[src/rtl/control_sequencer_pkg.sv]
// Shared types, default sizes and width helpers for the control sequencer.
// No logic and no latency; everything here is compile-time only.
package control_sequencer_pkg;

  typedef enum logic {
    IDLE = 1'b0,
    RUN  = 1'b1
  } state_t;

  localparam int OP_W_DEF      = 64;
  localparam int CTRL_W_DEF    = 7;
  localparam int MAX_STEPS_DEF = 4;

  function automatic int idx_width(input int op_w);
    return (op_w > 1) ? $clog2(op_w) : 1;
  endfunction

  function automatic int step_width(input int max_steps);
    return (max_steps > 1) ? $clog2(max_steps) : 1;
  endfunction

endpackage

[src/rtl/control_sequencer_onehot_encode.sv]
// One-hot to binary index encoder with a legality flag (exactly one bit set).
// Purely combinational, zero latency; no flow control.
module onehot_encode
  import control_sequencer_pkg::*;
#(
  parameter int OP_W  = OP_W_DEF,
  parameter int IDX_W = idx_width(OP_W)
) (
  input  logic [OP_W-1:0]  onehot,
  output logic [IDX_W-1:0] idx,
  output logic             legal
);

  logic seen;
  logic multi;

  // OR-ing indices gives the right answer only when legal; callers must gate on it.
  always_comb begin
    idx   = '0;
    seen  = 1'b0;
    multi = 1'b0;
    for (int i = 0; i < OP_W; i++) begin
      if (onehot[i]) begin
        multi = multi | seen;
        seen  = 1'b1;
        idx   = idx | IDX_W'(i);
      end
    end
    legal = seen & ~multi;
  end

endmodule

[src/rtl/control_sequencer.sv]
// Steps through a per-opcode list of control words; first word one cycle after acceptance.
// Accepts an opcode only in IDLE (op_ready); config writes are dropped with cfg_err while running.
module control_sequencer
  import control_sequencer_pkg::*;
#(
  parameter int OP_W      = OP_W_DEF,
  parameter int CTRL_W    = CTRL_W_DEF,
  parameter int MAX_STEPS = MAX_STEPS_DEF,
  parameter int IDX_W     = idx_width(OP_W),
  parameter int STEP_W    = step_width(MAX_STEPS)
) (
  input  logic              clk,
  input  logic              reset_n,
  input  logic              op_valid,
  input  logic [OP_W-1:0]   op_onehot,
  output logic              op_ready,
  output logic [CTRL_W-1:0] ctrl,
  output logic              ctrl_valid,
  output logic              done,
  output logic              illegal,
  input  logic              cfg_we,
  input  logic [IDX_W-1:0]  cfg_op,
  input  logic [STEP_W-1:0] cfg_step,
  input  logic [CTRL_W-1:0] cfg_data,
  input  logic [STEP_W-1:0] cfg_last,
  output logic              cfg_err
);

  state_t            state, state_n;
  logic [IDX_W-1:0]  idx, idx_n, enc_idx;
  logic [STEP_W-1:0] step, step_n, step_inc, first_last;
  logic [CTRL_W-1:0] ctrl_n, first_word;
  logic              ctrl_valid_n, done_n, illegal_n, cfg_err_n;
  logic              enc_legal, cfg_wr, wr_hit;

  logic [CTRL_W-1:0] store  [OP_W][MAX_STEPS];
  logic [STEP_W-1:0] last_q [OP_W];

  onehot_encode #(
    .OP_W  (OP_W),
    .IDX_W (IDX_W)
  ) u_enc (
    .onehot (op_onehot),
    .idx    (enc_idx),
    .legal  (enc_legal)
  );

  assign op_ready = (state == IDLE);
  assign cfg_wr   = cfg_we && (state == IDLE);
  assign step_inc = step + 1'b1;

  // A write landing on the same edge as acceptance must be seen by the first step.
  assign wr_hit     = cfg_wr && (cfg_op == enc_idx);
  assign first_word = (wr_hit && (cfg_step == '0)) ? cfg_data : store[enc_idx][0];
  assign first_last = wr_hit ? cfg_last : last_q[enc_idx];

  always_comb begin
    state_n      = state;
    idx_n        = idx;
    step_n       = step;
    ctrl_n       = '0;
    ctrl_valid_n = 1'b0;
    done_n       = 1'b0;
    illegal_n    = 1'b0;
    cfg_err_n    = cfg_we && (state != IDLE);
    case (state)
      IDLE: begin
        if (op_valid) begin
          if (enc_legal) begin
            state_n      = RUN;
            idx_n        = enc_idx;
            step_n       = '0;
            ctrl_n       = first_word;
            ctrl_valid_n = 1'b1;
            done_n       = (first_last == '0);
          end else begin
            illegal_n = 1'b1;
          end
        end
      end
      RUN: begin
        if (done) begin
          state_n = IDLE;
          step_n  = '0;
        end else begin
          step_n       = step_inc;
          ctrl_n       = store[idx][step_inc];
          ctrl_valid_n = 1'b1;
          done_n       = (step_inc == last_q[idx]);
        end
      end
      default: state_n = IDLE;
    endcase
  end

  always_ff @(posedge clk or negedge reset_n) begin
    if (!reset_n) begin
      state      <= IDLE;
      idx        <= '0;
      step       <= '0;
      ctrl       <= '0;
      ctrl_valid <= 1'b0;
      done       <= 1'b0;
      illegal    <= 1'b0;
      cfg_err    <= 1'b0;
    end else begin
      state      <= state_n;
      idx        <= idx_n;
      step       <= step_n;
      ctrl       <= ctrl_n;
      ctrl_valid <= ctrl_valid_n;
      done       <= done_n;
      illegal    <= illegal_n;
      cfg_err    <= cfg_err_n;
    end
  end

  always_ff @(posedge clk or negedge reset_n) begin
    if (!reset_n) begin
      for (int o = 0; o < OP_W; o++) begin
        last_q[o] <= '0;
        for (int s = 0; s < MAX_STEPS; s++) begin
          store[o][s] <= '0;
        end
      end
    end else if (cfg_wr) begin
      store[cfg_op][cfg_step] <= cfg_data;
      last_q[cfg_op]          <= cfg_last;
    end
  end

endmodule

[config.mk]
export PLATFORM = sky130hd
export DESIGN_NAME = control_sequencer
export DESIGN_NICKNAME = d
export VERILOG_FILES = /design/src/rtl/control_sequencer_pkg.sv /design/src/rtl/control_sequencer_onehot_encode.sv /design/src/rtl/control_sequencer.sv
export SDC_FILE = /design/constraint.sdc
export NUM_CORES = 2
export LEC_CHECK = 0
export CAP_MARGIN = 20
export CORE_UTILIZATION = 60
export DETAILED_ROUTE_END_ITERATION = 16
export PLACE_DENSITY = 0.86
export SLEW_MARGIN = 5
export SYNTH_ARGS = -nofsm -noshare
export SYNTH_HDL_FRONTEND = slang
export SYNTH_SLANG_ARGS = --single-unit
[constraint.sdc]
create_clock -name clk -period 7.2 [get_ports clk]
set_input_delay 1.8 -clock clk [delete_from_list [all_inputs] [get_ports clk]]
set_output_delay 1.8 -clock clk [all_outputs]
set_load 0.005 [all_outputs]
==> impl_metrics.yaml <==
timing:
  skew_ns: 0.0408
  finalCritPeriodShare_pct: 77.2
  rsz0062_at_grt: "no"
  drv_slew: 0
  tightestPinTransition_ns: 1.21
  setup_viol: 0
  hold_viol_final: 0
  min_period_ns: 5.56
  max_freq_ghz: 0.180
  fin_ws_ns: 1.64
  fin_tns_setup_ns: 0
  slew-limit-headroom_pct: 19.3
cells_and_area:
  nets: 6352
  drive_gt1_share_pct: 47.5
  area_growth_pct: 9.99
  fin_cells: 8485
  fillers: 10209
  fin_util_pct: 66.4
global_route:
  grt_usage_pct: 33.6
  grt_pass1_wl_um: 400000
  overflow: 0
  antenna_found_initial: 15
  grt_max_degree: 191
  grt_pass1_vias: 61748
placement:
  dp_cells: 8128
  port_buffers: 96
  gp_congestion: 1.00
  place_worst_setup_slack_ns: 1.05
  dp_hpwl_um: 167000
pwr:
  report.power.total_w: 0.0238
  p_leak_nw: 48.2
  peakVddDrop_v: 0.000263
  power_density_nw_per_um2: 229
job:
  cap_violations: 0
route:
  dr.first_iter.drc_count: 6969
  antenna_left: 0
  post_drt_wl_per_cell_um: 30.8
  vias: 59729
  route.detailed.drc: 0
  via_per_inst: 7.04
  first_pass_iters: 7
  wl_um: 261000
clock_network:
  cts_buffers: 189
  clock_latency_ns: 0.84
  htreeDepth: 4
  cts_setup_buffers: 0
  cts_buffer_depth: 3
  hold_buffers: 0
  cts_root_buf: "clkbuf_16"
  cts_tree: "built"
  cts_resized: 0
  clk_pin_slew_worst_paths_ns: 0.06
  cts.sinks: 1940
synth:
  async_flop_share_pct: 100
  synthTopCellsByCount: "dfrtp_1, mux2_2, mux4_2, nand2_1, clkbuf_1"
  synth_top_area_share_pct: 51.5
  synth_nets: 6410
  synth_edf_count: 0
  yosysMostFrequentCell: "dfrtp_1"
  yosys_warnings: 0
  syn_area_per_cell_um2: 14.9
  synthCells: 6325
  yosys.area.top_type: "dfrtp_1"
  synthTopCellsByArea: "dfrtp_1, mux2_2, mux4_2, mux2i_1, nand2_1"
  synth-main-ff-cell: "dfrtp_1"
  synth-seq-cells: 1940
  netlist_area_um2: 94300
  yosysSeqAreaShare_pct: 51.5
  ys_types: 82
worst_setup_path:
  crit_path_max_fanout: 49
  critPathCaptureType: "register"
  critical_path.most_common_cell: "mux2i_1"
  cp_cell_sequence: "clkdlybuf4s50_1 -> nor4_1 -> and4_1 -> nand3_4 -> buf_12 -> mux2i_1 -> mux2i_1 -> a2111oi_0 -> nand3_1 -> o32ai_1 -> o31ai_2"
  critPathMaxStageDelay_ns: 0.96
  r2r_slack_ns: 2.29
  cp.arrival_ns: 6.24
  required_ns: 7.88
  start_kind: "input port"
  slowest_stage: "a2111oi_0"
  crit_type: "in -> reg"
floorplan:
  rows: 145
  die_x_um: 398
  core-area_um2: 156000
  io_pins: 97
  start_util_pct: 60.4
  dieArea_um2: 159000
  fp.dieH_um: 398
worst_hold_path:
  hp-class: "reg -> reg"
status:
  status: "finished, final reports clean"
==> metrics by stage <==
| stage | hold slack, ns | cell area [um2] |
|---|---|---|
| 2_1_floorplan | 0.467 | 94300 |
| 3_3_place_gp | 0.481 | 97200 |
| 3_5_place_dp | 0.487 | 97200 |
| 4_1_cts | 0.501 | 104000 |
| 5_1_grt | 0.508 | 104000 |
| 6_report | 0.500 | 104000 |
==> flip-flops by register name, summed over array words and instances, names as in the netlist <==
| signal | cells |
|---|---|
| ctrl | 7 |
| state | 1 |
| illegal | 1 |
| done | 1 |
| last_q | 128 |
| step | 2 |
| store | 1792 |
| cfg_err | 1 |
| ctrl_valid | 1 |
| idx | 6 |
==> per-layer routing <==
metal | GRT usage [%] | vias up | wire, um
met1 | 45.1 | 31817 | 98300
met4 | 15.8 | 10 | 14200
met5 | 0 | - | 69
met2 | 49.9 | 3310 | 119000
met3 | 11.0 | 767 | 29800
li1 | - | 23825 | -
==> worst paths after layout <==
kind                          startpoint          end  cells past startpoint
max                        op_onehot[31]      ctrl[5]                     11
min                            store[43]    store[43]                      1
max reg2reg                       idx[0]      ctrl[5]                      9
min reg2reg                    store[43]    store[43]                      1
max in group asynchronous        reset_n   store[431]                      2
min in group asynchronous        reset_n  store[1682]                      1
==> cells by family after synthesis <==
| kind of cell | Yosys count | share of synthesized area (%) |
|---|---|---|
| AOI/OAI and AO/OA | 289 | 2.22 |
| xor gates and xnor gates | 6 | 0.0557 |
| adders and majority gates | 4 | 0.0425 |
| buffers and inverters | 474 | 2.13 |
| DFF | 1940 | 51.5 |
| muxes | 2720 | 39.7 |
| and+or+nand+nor | 892 | 4.38 |
==> final cells by class <==
cell class / count / area (um2) / share of cell area (%)
antenna: 8 / 20.0 / 0.0193
clock buffer: 277 / 5570 / 5.37
clock inverter: 66 / 826 / 0.796
inverter: 6 / 30.0 / 0.0289
multi-input combinational: 3911 / 43800 / 42.2
sequential: 1940 / 48600 / 46.8
tap: 2058 / 2570 / 2.48
timing repair buffer: 219 / 2330 / 2.25
==> power by group <==
part	internal, W	switching (W)	leakage (nW)
Sequential	0.0115	0.000371	26.7
Clock	0.00590	0.00432	3.17
Combinational	0.000806	0.000901	18.4
==> placed cells by master, fill, tap and decap left out, types with 72 or more instances in the layout <==
cell	instances
clkdlybuf4s50_1	86
mux2i_1	161
clkbuf_16	193
mux4_2	623
nor2_1	236
mux2_2	1934
dfrtp_1	1937
buf_4	88
nand2_1	395
a21oi_1	72
==> worst max-delay path, delay by kind of cell <==
family | cells | cell delay [ns]
buf+inv | 2 | 1.01
simple gates | 4 | 1.57
mux | 2 | 0.37
compound gates | 3 | 1.45
(Power assumes the default switching activity.)
